[src/rtl/fsm_driver_if.sv]
// Request handshake and ring-FSM bus between the initiator (fsm_driver)
// and its environment. The slave view is the driver itself: it accepts
// requests and drives the state/strobes to the next-state block. The
// master view is the environment: it issues requests and returns y.
interface fsm_driver_if;
    logic       req_valid;
    logic       req_ready;
    logic [1:0] req_target;
    logic [1:0] a;
    logic       i0;
    logic       i1;
    logic       i2;
    logic [1:0] y;
    logic       done;
    logic       done_err;

    modport slave (
        input  req_valid, req_target, y,
        output req_ready, a, i0, i1, i2, done, done_err
    );

    modport master (
        output req_valid, req_target, y,
        input  req_ready, a, i0, i1, i2, done, done_err
    );
endinterface

[src/rtl/fsm_driver.sv]
// Initiator for the 3-state ring FSM (0->1->2->0). Holds the state register,
// strobes the matching advance line, captures the returned next state and
// walks the ring until it reaches a requested target, checking each step.
module fsm_driver #(
    parameter int GAP   = 0,
    parameter int CNT_W = 8
) (
    input  logic             clock,
    input  logic             reset,
    fsm_driver_if.slave      bus,
    input  logic             err_clr,
    output logic             busy,
    output logic             err,
    output logic [CNT_W-1:0] step_count
);

    localparam logic [1:0] S_IDLE = 2'd0;
    localparam logic [1:0] S_STEP = 2'd1;
    localparam logic [1:0] S_WAIT = 2'd2;
    localparam logic [1:0] S_DONE = 2'd3;

    localparam logic [3:0]       GAP_RELOAD = (GAP > 0) ? 4'(GAP - 1) : 4'd0;
    localparam logic [CNT_W-1:0] CNT_MAX    = '1;

    logic [1:0] st;
    logic [1:0] a_q;
    logic [1:0] n_q;
    logic [3:0] gap_q;
    logic       derr_q;

    logic       accept;
    logic       bad_req;
    logic       mismatch;
    logic       err_set;
    logic [1:0] n_acc;
    logic [1:0] y_exp;

    // Ring successor; state 3 is off the ring and maps back to 0.
    function automatic logic [1:0] ring_succ(input logic [1:0] s);
        return (s == 2'd2 || s == 2'd3) ? 2'd0 : s + 2'd1;
    endfunction

    // Number of forward steps from s to t around the 3-state ring.
    function automatic logic [1:0] ring_dist(input logic [1:0] t, input logic [1:0] s);
        logic [2:0] d;
        d = {1'b0, t} + 3'd3 - {1'b0, s};
        return (d >= 3'd3) ? 2'(d - 3'd3) : d[1:0];
    endfunction

    assign bus.req_ready = reset && (st == S_IDLE);
    assign bus.a         = a_q;
    assign bus.i0        = (st == S_STEP) && (a_q == 2'd0);
    assign bus.i1        = (st == S_STEP) && (a_q == 2'd1);
    assign bus.i2        = (st == S_STEP) && (a_q == 2'd2);
    assign bus.done      = (st == S_DONE);
    assign bus.done_err  = (st == S_DONE) && derr_q;
    assign busy          = (st != S_IDLE);

    // Request decode, step check and error-set conditions.
    always_comb begin
        accept   = bus.req_valid && bus.req_ready;
        bad_req  = (bus.req_target == 2'd3) || (a_q == 2'd3);
        n_acc    = ring_dist(bus.req_target, a_q);
        y_exp    = ring_succ(a_q);
        mismatch = (st == S_STEP) && (bus.y != y_exp);
        err_set  = (accept && bad_req) || mismatch;
    end

    // Control FSM: accept, step/wait loop, one-cycle done.
    always_ff @(posedge clock or negedge reset) begin
        if (!reset) begin
            st     <= S_IDLE;
            a_q    <= 2'd0;
            n_q    <= 2'd0;
            gap_q  <= 4'd0;
            derr_q <= 1'b0;
        end else begin
            case (st)
                S_IDLE: begin
                    if (accept) begin
                        derr_q <= bad_req;
                        if (bad_req) begin
                            st <= S_DONE;
                            // A corrupted register is pulled back onto the ring.
                            if (a_q == 2'd3) a_q <= 2'd0;
                        end else if (n_acc == 2'd0) begin
                            st <= S_DONE;
                        end else begin
                            st  <= S_STEP;
                            n_q <= n_acc;
                        end
                    end
                end
                S_STEP: begin
                    a_q <= bus.y;
                    n_q <= n_q - 2'd1;
                    if (mismatch) begin
                        derr_q <= 1'b1;
                        st     <= S_DONE;
                    end else if (n_q == 2'd1) begin
                        st <= S_DONE;
                    end else if (GAP > 0) begin
                        st    <= S_WAIT;
                        gap_q <= GAP_RELOAD;
                    end
                end
                S_WAIT: begin
                    if (gap_q == 4'd0) st <= S_STEP;
                    else               gap_q <= gap_q - 4'd1;
                end
                default: begin
                    st     <= S_IDLE;
                    derr_q <= 1'b0;
                end
            endcase
        end
    end

    // Sticky error flag; a new error wins over a same-cycle clear.
    always_ff @(posedge clock or negedge reset) begin
        if (!reset)       err <= 1'b0;
        else if (err_set) err <= 1'b1;
        else if (err_clr) err <= 1'b0;
    end

    // Saturating count of strobes issued (one per STEP cycle).
    always_ff @(posedge clock or negedge reset) begin
        if (!reset) begin
            step_count <= '0;
        end else if (st == S_STEP && step_count != CNT_MAX) begin
            step_count <= step_count + 1'b1;
        end
    end

endmodule

[src/flat_wrapper.sv]
// flat-port wrapper written by rule: the top's interface ports become plain ports
module fsm_driver_flat 
#(
    parameter int GAP   = 0,
    parameter int CNT_W = 8
)
  (clock, reset, err_clr, busy, err, step_count, bus_req_valid, bus_req_target, bus_y, bus_req_ready, bus_a, bus_i0, bus_i1, bus_i2, bus_done, bus_done_err);
  fsm_driver_if bus_i ();
  input  logic clock;
  input  logic reset;
  input  logic err_clr;
  output logic busy;
  output logic err;
  output logic [CNT_W-1:0] step_count;
  input wire logic [$bits(bus_i.req_valid)-1:0] bus_req_valid;
  input wire logic [$bits(bus_i.req_target)-1:0] bus_req_target;
  input wire logic [$bits(bus_i.y)-1:0] bus_y;
  output wire logic [$bits(bus_i.req_ready)-1:0] bus_req_ready;
  output wire logic [$bits(bus_i.a)-1:0] bus_a;
  output wire logic [$bits(bus_i.i0)-1:0] bus_i0;
  output wire logic [$bits(bus_i.i1)-1:0] bus_i1;
  output wire logic [$bits(bus_i.i2)-1:0] bus_i2;
  output wire logic [$bits(bus_i.done)-1:0] bus_done;
  output wire logic [$bits(bus_i.done_err)-1:0] bus_done_err;
  assign bus_i.req_valid = bus_req_valid;
  assign bus_i.req_target = bus_req_target;
  assign bus_i.y = bus_y;
  assign bus_req_ready = bus_i.req_ready;
  assign bus_a = bus_i.a;
  assign bus_i0 = bus_i.i0;
  assign bus_i1 = bus_i.i1;
  assign bus_i2 = bus_i.i2;
  assign bus_done = bus_i.done;
  assign bus_done_err = bus_i.done_err;
  fsm_driver #(.GAP(GAP), .CNT_W(CNT_W)) u_core (.clock(clock), .reset(reset), .bus(bus_i), .err_clr(err_clr), .busy(busy), .err(err), .step_count(step_count));
endmodule
[config.mk]
export PLATFORM = sky130hd
export DESIGN_NAME = fsm_driver_flat
export DESIGN_NICKNAME = d
export VERILOG_FILES = /design/src/rtl/fsm_driver_if.sv /design/src/rtl/fsm_driver.sv /design/src/flat_wrapper.sv
export SDC_FILE = /design/constraint.sdc
export NUM_CORES = 1
export LEC_CHECK = 0
export ABC_CLOCK_PERIOD_IN_PS = 2600
export BUFFER_PORTS_ARGS = -buffer_cell sky130_fd_sc_hd__buf_2
export CORE_UTILIZATION = 48
export DETAILED_ROUTE_END_ITERATION = 10
export GPL_ROUTABILITY_DRIVEN = 0
export MAX_ROUTING_LAYER = met4
export PLACE_DENSITY_LB_ADDON = 0.08
export RECOVER_POWER = 25
export SYNTH_ARGS = -nofsm -noshare
export SYNTH_HDL_FRONTEND = slang
export SYNTH_SLANG_ARGS = --single-unit
[constraint.sdc]
create_clock -name clock -period 2.6 [get_ports clock]
set_input_delay 0.26 -clock clock [delete_from_list [all_inputs] [get_ports clock]]
set_output_delay 0.26 -clock clock [all_outputs]
set_load 0.05 [all_outputs]
==> results of run 1 <==
## power breakdown
| group | switching [uW] | internal, uW |
|---|---|---|
| Combinational | 830 | 428 |
| Clock | 103 | 156 |
| Sequential | 136 | 427 |
| Total | 1070 | 1010 |
## worst max-delay path by stage
| stage | cells after the start | slack [ns] | start | end |
|---|---|---|---|---|
| after CTS | 8 | 0.0004 | u_core.bus.a[0] | u_core.n_q[0] |
| after global placement | 8 | 0.15 | u_core.bus.a[0] | u_core.n_q[0] |
| final | 8 | 0.08 | u_core.bus.a[0] | u_core.n_q[0] |
| after detailed placement | 8 | 0.04 | u_core.bus.a[0] | u_core.n_q[0] |
| after global routing | 8 | -0.001 | u_core.bus.a[0] | u_core.n_q[0] |
| after floorplan | 8 | 0.005 | u_core.bus.a[0] | u_core.n_q[0] |
## timing repair
item / in CTS / in global routing
setup buffers: 0 / 1
endpoints found under the setup margin: 0 / 3
hold buffers: 1 / 0
gates resized for setup: 0 / 1
hold endpoints to repair: 13 / 0
## metrics by stage
step                cell area (um^2)   util   TNS, ns  cells
floorplan                       1200      -         0    126
global placement                1370  0.601         0    179
detailed placement              1370  0.601         0    179
CTS                             1430  0.629         0    184
global route                    1440  0.632  -0.00123    185
finish                          1440  0.632         0    185
## state kept, by name, indices dropped and copies added (netlist names)
| register | cells |
|---|---|
| u_core.n_q | 2 |
| u_core.step_count | 8 |
| u_core.st | 2 |
| u_core.gap_q | 4 |
| u_core.derr_q | 1 |
| u_core.bus.a | 2 |
| u_core.err | 1 |
## layer usage
layer,GRT usage,share of wire,vias to the layer above
met2,0.370,0.49,16
li1,-,-,513
met3,0.0351,0.031,2
met4,0.0901,0.0036,0
met1,0.263,0.48,459
met5,-,0,-
## cells by family after synthesis
family | after synthesis | share of synthesized area
and+or+nand+nor | 53 | 0.234
AOI/OAI and AO/OA | 25 | 0.159
DFF | 20 | 0.421
buffers and inverters | 12 | 0.0411
xor gates and xnor gates | 9 | 0.0664
adders and majority gates | 6 | 0.0695
muxes | 1 | 0.00843
## placed cells by master (no fill, tap or decap), drive strengths merged, types with 2 or more instances in the layout
cell type	instances
inv	9
o21ai	6
dfrtp	20
nand4	2
nor3	9
o31a	2
xnor2	6
nand2b	3
buf	28
o22ai	2
a211oi	2
a31oi	2
nand2	16
o21a	2
nor3b	2
nor2	6
nand3	3
and3	2
a21oi	3
ha	5
xor2	3
nor2b	3
clkbuf	4
and2	2
## final cells by class
cell class                 instances  share of cell area
multi-input combinational         94               0.452
sequential                        20               0.352
timing repair buffer              30               0.112
tap                               28              0.0244
inverter                           9              0.0235
clock inverter                     1              0.0209
clock buffer                       3              0.0157
## worst reg2reg max path, cell delays in order, from the launching register on
cell	delay, ns
dfrtp_4	0.50
inv_2	0.06
ha_1	0.18
fa_2	0.47
ha_2	0.34
nand2b_1	0.11
o211ai_2	0.10
o31a_1	0.29
a221o_1	0.35
==> summary.md, run 1 <==
| Metric | Value |
|---|---|
| Status | complete, no violations |
| Area Overhead vs Synth | 21.1% |
| Critical-path top delay cell | dfrtp_4 |
| Clock transition at the registers of the reported paths | 0.12 ns |
| PwrDens | between 1000 and 1500 mW/mm^2 |
| Nets | 172 |
| Final setup fails | 0 |
| Post-Route WL | around 2500 um |
| Worst Hold Launch | err_clr |
| Post-Syn Nets | 140 |
| Worst path buffer plus inverter count | 1 |
| CTS H-tree depth | 1 |
| Post-Synthesis Cell Area | approximately 0.0012 mm^2 |
| Routed vias/inst | between 5 and 6 |
| Register area | between 500 and 600 um^2 |
| Clock Skew | approximately 0.0046 ns |
| EDFF count, synth | 0 |
| Max_cap viols | 0 |
| DRT Pass-1 Iters | 4 |
| Setup ws final | 0.0835 ns |
| IO Count | 26 |
| Largest net degree at the start of global routing | 21 |
| Fin crit period | approximately 2.5 ns |
| Top cells by area, synth | dfrtp_1 42%, ha_1 5.3%, nand2_1 5.1%, xnor2_1 4.4%, nor3_1 3.4% |
| Most common cell in the netlist | dfrtp_1 |
| WS Path Type | flop to flop |
| Total GRT Usage | 0.220 |
| Critical Path, Cell by Cell | inv_2 > ha_1 > fa_2 > ha_2 > nand2b_1 > o211ai_2 > o31a_1 > a221o_1 |
| Worst r2r src | u_core.bus.a[0] |
| Commonest register cell after synthesis | dfrtp_1 |
| Yosys reg bits | 20 |
| Startpoint types | flop |
| Number of global-route vias before repair | between 900 and 1,000 |
| Pleak | just under 0.0007 uW |
| Yosys top cell area share | 0.421 |
| Hold path depth | 2 |
| Async set-or-reset flop fraction in the synthesized netlist | 1.00 |
| FMAX | between 300 and 400 MHz |
| Worst min-delay path class | primary input to flop |
| Mean area per synthesized cell | 9.42 um^2 |
| CTS buffer count | 3 |
| # diodes | 0 |
| Dpl ws | about 0.04 ns |
| Detailed Place HPWL | approximately 1900 um |
| Crit-path max cell delay | 0.50 ns |
| Clock Path Buffers | 2 |
| Post-synth top area cell | dfrtp_1 |
| Worst reg2reg setup slack | about 0.083 ns |
| YS warnings | 0 |
| DR vias | between 900 and 1,000 |
| Crit end category | flop |
| Die area | 0.00268 mm^2 |
| Hold endpoint | u_core.err |
| Seq/Total Area, Yosys | 0.421 |
| DR DRC count | 0 |
| RR Endpoint | u_core.n_q[0] |
| WP data arrival | roughly 2.7 ns |
| CTS sink cnt | 20 |
| Share of layout cells above drive strength 1 | 0.255 |
| Initial core utilization | 0.522 |
| Worst slew pin tran | 0.407 ns |
| Global-route wire length before repair | between 4000 and 5000 um |
| Height of the die | 51.7 um |
| Core area | 0.00228 mm^2 |
| Post-Synthesis Cells | 126 |
| Root buffer selected by CTS | clkbuf_4 |
| Grt total ovfl | 0 |
| Design Power | about 2100 uW |
| Initial antenna violation count | 0 |
| Hold Violations, Final | 0 |
| Final period utilization | 0.968 |
| Drt initial violations | 15 |
| # fillers | about 180 |
| Multi-input gate area | about 650 um^2 |
| Max rail drop VDD | between 0.9 and 1 mV |
| DR WL/cell | 13.4 um |
| Hold WS | 0.130 ns |
| Die Width | 51.7 um |
| FF-to-FF path depth | 8 |
| Port buffer count | 25 |
| Final max-slew violation count | 0 |
| Max-slew headroom | 0.729 |
| Commonest cells post-synth | 20 x dfrtp_1, 16 x nand2_1, 9 x inv_1 |
| Worst EP required | between 2 and 3 ns |
| Rows | 17 |
| CTS tree | built |
| Synth cell types | 39 |
| Antenna Nets Post-Route | 0 |
| Cell class contributing the biggest share of worst-path delay | adder cells |
| Worst skew pair latency | 0.30 ns |
| Worst-path maximum fanout | 3 |
(Power assumes the default switching activity.)
==> inputs of run 2 (changes only) <==
--- a/config.mk
+++ b/config.mk
@@ -7,7 +7,8 @@
 export LEC_CHECK = 0
 export ABC_CLOCK_PERIOD_IN_PS = 2600
 export BUFFER_PORTS_ARGS = -buffer_cell sky130_fd_sc_hd__buf_2
-export CORE_UTILIZATION = 48
+export CORE_UTILIZATION = 50
+export CTS_BUF_LIST = sky130_fd_sc_hd__clkbuf_8
 export DETAILED_ROUTE_END_ITERATION = 10
 export GPL_ROUTABILITY_DRIVEN = 0
 export MAX_ROUTING_LAYER = met4
==> run 2 against run 1 <==
Net effect: total power up 0.62%; sequential power barely moved; sequential cell count is the same; first-iteration DRC count up 27%; cell count did not move; clock power fell by 8.9%; sequential share of layout area shrank 0.36 points; register-to-register slack hardly changed; clock-buffer cell count rose by 1; highest routed layer unchanged.
==> summary.md, run 2 (synthesized netlist as in run 1, its figures left out) <==
| Metric | Value |
|---|---|
| Max-slew headroom | 0.500 (-0.228) |
| Util after Layout | 0.650 (+0.0188) |
| DR vias | 973 (-1.7%) |
| Worst EP required | 2.74 ns (-0.06 ns) |
| PwrDens | 1440 mW/mm^2 (-0.42%) |
| Height of the die | 50.7 um (-1.9%) |
| Cells after DPL | 179 (unchanged) |
| Root buffer selected by CTS | clkbuf_8 |
| Startpoint types | flop |
| Grt total ovfl | 0 (unchanged) |
| Setup ws final | 0.0861 ns (+0.00269 ns) |
| Port buffer count | 25 (unchanged) |
| Final period utilization | 0.967 (-0.00104) |
| Max rail drop VDD | 1.08 mV (+16%) |
| Initial antenna violation count | 0 (unchanged) |
| DR DRC count | 0 (unchanged) |
| Final setup fails | 0 (unchanged) |
| Nets | 172 (unchanged) |
| Detailed Place HPWL | 1840 um (-2.9%) |
| Global-route wire length before repair | 4180 um (unchanged) |
| Setup tns final | 0 ns (unchanged) |
| Dpl ws | 0.0539 ns (+0.0127 ns) |
| WP data arrival | 2.65 ns (-0.06 ns) |
| Rows | 17 (unchanged) |
| Biggest register | u_core.step_count |
| Core area | 0.00223 mm^2 (-1.9%) |
| CTS sink cnt | 20 (unchanged) |
| IO Count | 26 (unchanged) |
| Max_cap viols | 0 (unchanged) |
| Non-Filler Instances | 185 (unchanged) |
| Final Cell Area | 0.00145 mm^2 (+1.0%) |
| Share of layout cells above drive strength 1 | 0.255 (unchanged) |
| CTS buffer count | 3 (unchanged) |
| FMAX | 398 MHz (+0.11%) |
| Worst-path maximum fanout | 3 (unchanged) |
| DRT Pass-1 Iters | 4 (unchanged) |
| Hold Violations, Final | 0 (unchanged) |
| # fillers | 197 (+7.1%) |
| Status | complete, no violations |
| RSZ-0062 raised after global routing | no |
| Multi-input gate area | 659 um^2 (+1.5%) |
| Clock transition at the registers of the reported paths | 0.07 ns (-0.05 ns) |
| Die area | 0.00257 mm^2 (-3.8%) |
| Area Overhead vs Synth | 22.3% |
| Worst min-delay path class | primary input to flop |
| Number of global-route vias before repair | 961 (+2.8%) |
| Top flop regs | u_core.step_count x8, u_core.gap_q x4 |
| Fin crit period | 2.51 ns (-0.00269 ns) |
| Largest net degree at the start of global routing | 17 (-19%) |
| CTS H-tree depth | 1 (unchanged) |
| Die Width | 50.7 um (-1.9%) |
| WS Path Type | flop to flop |
| Crit end category | flop |
| Register area | 505 um^2 (unchanged) |
| Commonest non-fill, non-tap cells in the layout | 24 x buf_2, 18 x dfrtp_1, 16 x nand2_1 |
| DR WL/cell | 13.2 um (-1.9%) |
| Final max-slew violation count | 0 (unchanged) |
| Total GRT Usage | 0.227 (+0.00691) |
| Most common cell after layout, fill and taps aside | buf_2 |
| Post-Route WL | 2440 um (-1.9%) |
| Clock Skew | 0.00122 ns (-0.00338 ns) |
| Drt initial violations | 19 (+4) |
| Worst skew pair latency | 0.25 ns (-0.05 ns) |
| Routed vias/inst | 5.26 (-1.7%) |
| CTS tree | built |
| Worst slew pin tran | 0.750 ns (+0.342 ns) |
| Pleak | 0.000692 uW (+0.49%) |
| Antenna Nets Post-Route | 0 (unchanged) |
| Initial core utilization | 0.532 (+0.00994) |
| # diodes | 0 (unchanged) |
| Clock Path Buffers | 2 (unchanged) |
| Largest register FFs | 8 (unchanged) |
| Placed cell area | 0.00137 mm^2 (unchanged) |
==> run 2: layout make-up <==
class	instances	area share
multi-input cells	94	0.454
inverters	9	0.0233
well taps	28	0.0241
flip-flops and latches	20	0.348
clock buffers	4	0.0379
repair buffers	30	0.113
==> run 2: where the power goes <==
group	total (uW)	switching [uW]	internal, uW
registers	566	138	428
clock network	235	101	135
logic	1290	843	447
total	2090	1080	1010
==> run 2: timing repair <==
action | CTS | global route
endpoints found under the setup margin | 0 | 1
buffers inserted | 0 | 1
hold buffers | 1 | 0
endpoints found under the hold margin | 9 | 0
resized for setup | 0 | 2
==> run 2: worst paths after layout <==
kind	startpoint	to	slack [ns]	depth (start not counted)
min in group asynchronous	reset	u_core.st[1]	0.58	2
worst max register to register	u_core.bus.a[0]	u_core.n_q[0]	0.09	8
worst max-delay path	u_core.bus.a[0]	u_core.n_q[0]	0.09	8
worst min-delay path	err_clr	u_core.err	0.20	2
worst min register to register	u_core.step_count[6]	u_core.step_count[6]	0.51	1
max in group asynchronous	reset	u_core.bus.a[1]	1.36	3
==> run 2: routing by layer <==
layer	up-vias	routed length (um)	track usage
met5	-	0	-
met4	0	16	0.0694
met3	2	66	0.0364
met2	15	1160	0.382
met1	446	1200	0.280
li1	510	-	-
==> run 2: worst max-delay path, cell delays in order, from the launching register on <==
cell,delay (ns)
dfrtp_4,0.49
inv_2,0.07
ha_1,0.16
fa_2,0.48
buf_4,0.16
nor3_4,0.22
o211ai_2,0.14
o31a_1,0.33
a221o_1,0.35
==> run 2: metrics by stage <==
stage,total power [uW],hold WS (ns)
global placement,1770,0.169
detailed placement,1800,0.165
finish,2090,0.197
floorplan,1530,-0.0356
CTS,2040,0.192
global route,2250,0.203
==> inputs of run 3 (changes only) <==
--- a/config.mk
+++ b/config.mk
@@ -5,6 +5,7 @@
 export SDC_FILE = /design/constraint.sdc
 export NUM_CORES = 1
 export LEC_CHECK = 0
+export ABC_AREA = 1
 export ABC_CLOCK_PERIOD_IN_PS = 2600
 export BUFFER_PORTS_ARGS = -buffer_cell sky130_fd_sc_hd__buf_2
 export CORE_UTILIZATION = 50
==> run 3 against run 2 <==
Net effect: hold slack better by 0.0038 ns; total power about the same; worst setup slack better by 0.16 ns; via count up 17%; non-clock buffer count down 4; clock power up 34%; die area up 2.8%; clock-buffer cell count down 1; combinational power down 3%; first-iteration DRC count up 11%.
==> summary.md, run 3 <==
| Metric | Value |
|---|---|
| Top flop regs | u_core.step_count x8, u_core.gap_q x4 |
| DR vias | 1,139 (+17%) |
| IO Count | 26 (unchanged) |
| Cells after DPL | 220 (+23%) |
| Setup tns final | 0 ns (unchanged) |
| Post-Synthesis Cell Area | 0.00122 mm^2 (+3.0%) |
| Drt initial violations | 21 (+2) |
| Grt total ovfl | 0 (unchanged) |
| Worst path buffer plus inverter count | 1 (-1) |
| Worst-path maximum fanout | 6 (+3) |
| Global-route wire length before repair | 4390 um (+5.0%) |
| Critical-path top delay cell | fa_1 |
| Most common cell in the netlist | nand2_1 |
| Final max-slew violation count | 0 (unchanged) |
| Non-Filler Instances | 225 (+22%) |
| Crit path top cell by count | nand2_1 |
| Met1 Resource Use GR | 0.254 (-0.0261) |
| Post-Route WL | 2590 um (+6.2%) |
| Post-synth top area cell | dfrtp_1 |
| RSZ-0062 raised after global routing | no |
| Crit-path max cell delay | 0.48 ns (about the same) |
| Hold_buf cts | 1 (unchanged) |
| Die area | 0.00265 mm^2 (+2.8%) |
| EDFF count, synth | 0 (unchanged) |
| Final period utilization | 0.905 (-0.0616) |
| CTS sink cnt | 20 (unchanged) |
| Largest net degree at the start of global routing | 22 (+5) |
| Yosys top cell area share | 0.409 (-0.0121) |
| Port buffer count | 25 (unchanged) |
| WS Path Type | flop to flop |
| Initial antenna violation count | 0 (unchanged) |
| Worst min-delay path class | primary input to flop |
| Worst EP required | 2.75 ns (about the same) |
| Synth cell types | 22 (-44%) |
| Yosys reg bits | 20 (unchanged) |
| Core area | 0.00225 mm^2 (+0.95%) |
| Most common cell after layout, fill and taps aside | nand2_1 |
| Cell class contributing the biggest share of worst-path delay | adder cells |
| FMAX | 425 MHz (+6.8%) |
| # diodes | 0 (unchanged) |
| DR DRC count | 0 (unchanged) |
| Cts repair resizes | 0 (unchanged) |
| Worst Hold Launch | err_clr |
| Pleak | 0.000810 uW (+17%) |
| Crit end category | flop |
| Worst slew pin tran | 0.497 ns (-0.252 ns) |
| Clock Path Buffers | 2 (unchanged) |
| Initial core utilization | 0.542 (+0.0105) |
| Rows | 17 (unchanged) |
| Met2 GRT Util | 0.400 (+0.0182) |
| YS warnings | 0 (unchanged) |
| Async set-or-reset flop fraction in the synthesized netlist | 1.00 (unchanged) |
| M3 GR Usage | 0.0417 (+0.00530) |
| Max_cap viols | 0 (unchanged) |
| Die Width | 51.4 um (+1.4%) |
| Clock transition at the registers of the reported paths | 0.08 ns (about the same) |
| PwrDens | 1430 mW/mm^2 (-0.73%) |
| Largest register FFs | 8 (unchanged) |
| Max-slew headroom | 0.668 (+0.168) |
| Top cells by area, synth | dfrtp_1 41%, nand2_1 17%, inv_1 8.0%, nand3_1 6.1%, ha_1 5.1% |
| Root buffer selected by CTS | clkbuf_8 |
| Origin of the worst setup path | u_core.bus.a[0] |
| Detailed Place HPWL | 1920 um (+4.6%) |
| Fin crit period | 2.35 ns (-0.160 ns) |
| Postcts setup bufs | 0 (unchanged) |
| Post-Synthesis Cells | 167 (+33%) |
| Status | complete, no violations |
| Number of global-route vias before repair | 1,092 (+14%) |
| Seq/Total Area, Yosys | 0.409 (-0.0121) |
| Total GRT Usage | 0.232 (+0.00470) |
| Routed vias/inst | 5.06 (-3.8%) |
| WP data arrival | 2.51 ns (-0.14 ns) |
| Area Overhead vs Synth | 19.8% |
| Gr busiest metal | met2 |
| Antenna Nets Post-Route | 0 (unchanged) |
| Critical Path, Cell by Cell | inv_1 > ha_1 > fa_1 > ha_1 > nor2_1 > nand2_1 > nand2_1 > nand2_1 > nand3_1 > nand2_1 > nand2_1 > nand2_1 |
| Share of layout cells above drive strength 1 | 0.198 (-0.0568) |
| DR WL/cell | 11.5 um (-13%) |
| CTS buffer count | 3 (unchanged) |
| Worst skew pair latency | 0.26 ns (about the same) |
| Startpoint types | flop |
| Height of the die | 51.4 um (+1.4%) |
| Commonest cells post-synth | 55 x nand2_1, 26 x inv_1, 20 x dfrtp_1 |
| Biggest register | u_core.step_count |
| DRT Pass-1 Iters | 4 (unchanged) |
| Commonest register cell after synthesis | dfrtp_1 |
| Clock Skew | 0.00424 ns (+0.00302 ns) |
| Nets | 212 (+23%) |
| Final setup fails | 0 (unchanged) |
| Hold Violations, Final | 0 (unchanged) |
| CTS H-tree depth | 1 (unchanged) |
| Mean area per synthesized cell | 7.32 um^2 (-22%) |
| Commonest non-fill, non-tap cells in the layout | 55 x nand2_1, 26 x inv_1, 25 x buf_2 |
| Worst r2r src | u_core.bus.a[0] |
| Post-Syn Nets | 181 (+29%) |
| CTS tree | built |
| Max rail drop VDD | 0.810 mV (-25%) |
==> run 3: changes by cell type after synthesis, sizes merged, moves of 3 or more <==
cell	delta
nor2	+11
nand2b	-3
nand2	+40
xnor2	-3
nor3	-8
nand3	+12
o21ai	+5
inv	+20
nor2b	-3
==> run 3: layout make-up <==
| cell class | count | area (um^2) |
|---|---|---|
| fill | 214 | 791 |
| multi-input combinational | 118 | 613 |
| sequential | 20 | 500 |
| timing repair buffer | 26 | 135 |
| inverter | 29 | 109 |
| clock buffer | 3 | 41.3 |
| tap | 28 | 35.0 |
| clock inverter | 1 | 30.0 |
==> run 3: kinds of logic (layout without fill, tap and decap cells) <==
kind of cell	after synthesis	after routing	synth area share
buffers and inverters	29	59	0.0890
XOR/XNOR	5	5	0.0358
AO/OA/AOI/OAI	17	17	0.0829
adder cells (fa/ha/maj)	6	6	0.0676
flip-flops	20	20	0.409
AND/OR/NAND/NOR	90	90	0.315
==> run 3: worst paths after layout <==
check | to | slack [ns] | depth (start not counted)
max | u_core.n_q[0] | 0.25 | 12
min | u_core.err | 0.20 | 2
max reg2reg | u_core.n_q[0] | 0.25 | 12
min reg2reg | u_core.gap_q[1] | 0.49 | 2
max in group asynchronous | u_core.derr_q | 1.77 | 2
min in group asynchronous | u_core.n_q[1] | 0.49 | 2
==> run 3: where the power goes <==
group	internal (uW)	switching [uW]	leakage, uW
clock network	206	110	0.0000357
registers	419	112	0.000256
logic	340	906	0.000519
total	965	1130	0.000810
==> run 3: metrics by stage <==
step | area (um^2) | total power, uW | util | setup WS [ns] | hold slack (ns)
after global routing | 1460 | 2260 | 0.649 | 0.0927 | 0.221
after global placement | 1380 | 1740 | 0.613 | 0.441 | 0.246
after detailed placement | 1380 | 1770 | 0.613 | 0.311 | 0.247
after floorplan | 1220 | 1510 | - | 0.138 | -0.0356
final | 1460 | 2090 | 0.649 | 0.246 | 0.201
after CTS | 1460 | 2090 | 0.649 | 0.288 | 0.203
==> run 3: metal layers <==
metal  part of all wire  vias to the layer above  wire length, um
met1               0.46                      523             1200
met3              0.037                        5               97
met4              0.015                        0               38
met5                  0                        -                0
li1                   -                      579                -
met2               0.48                       32             1250
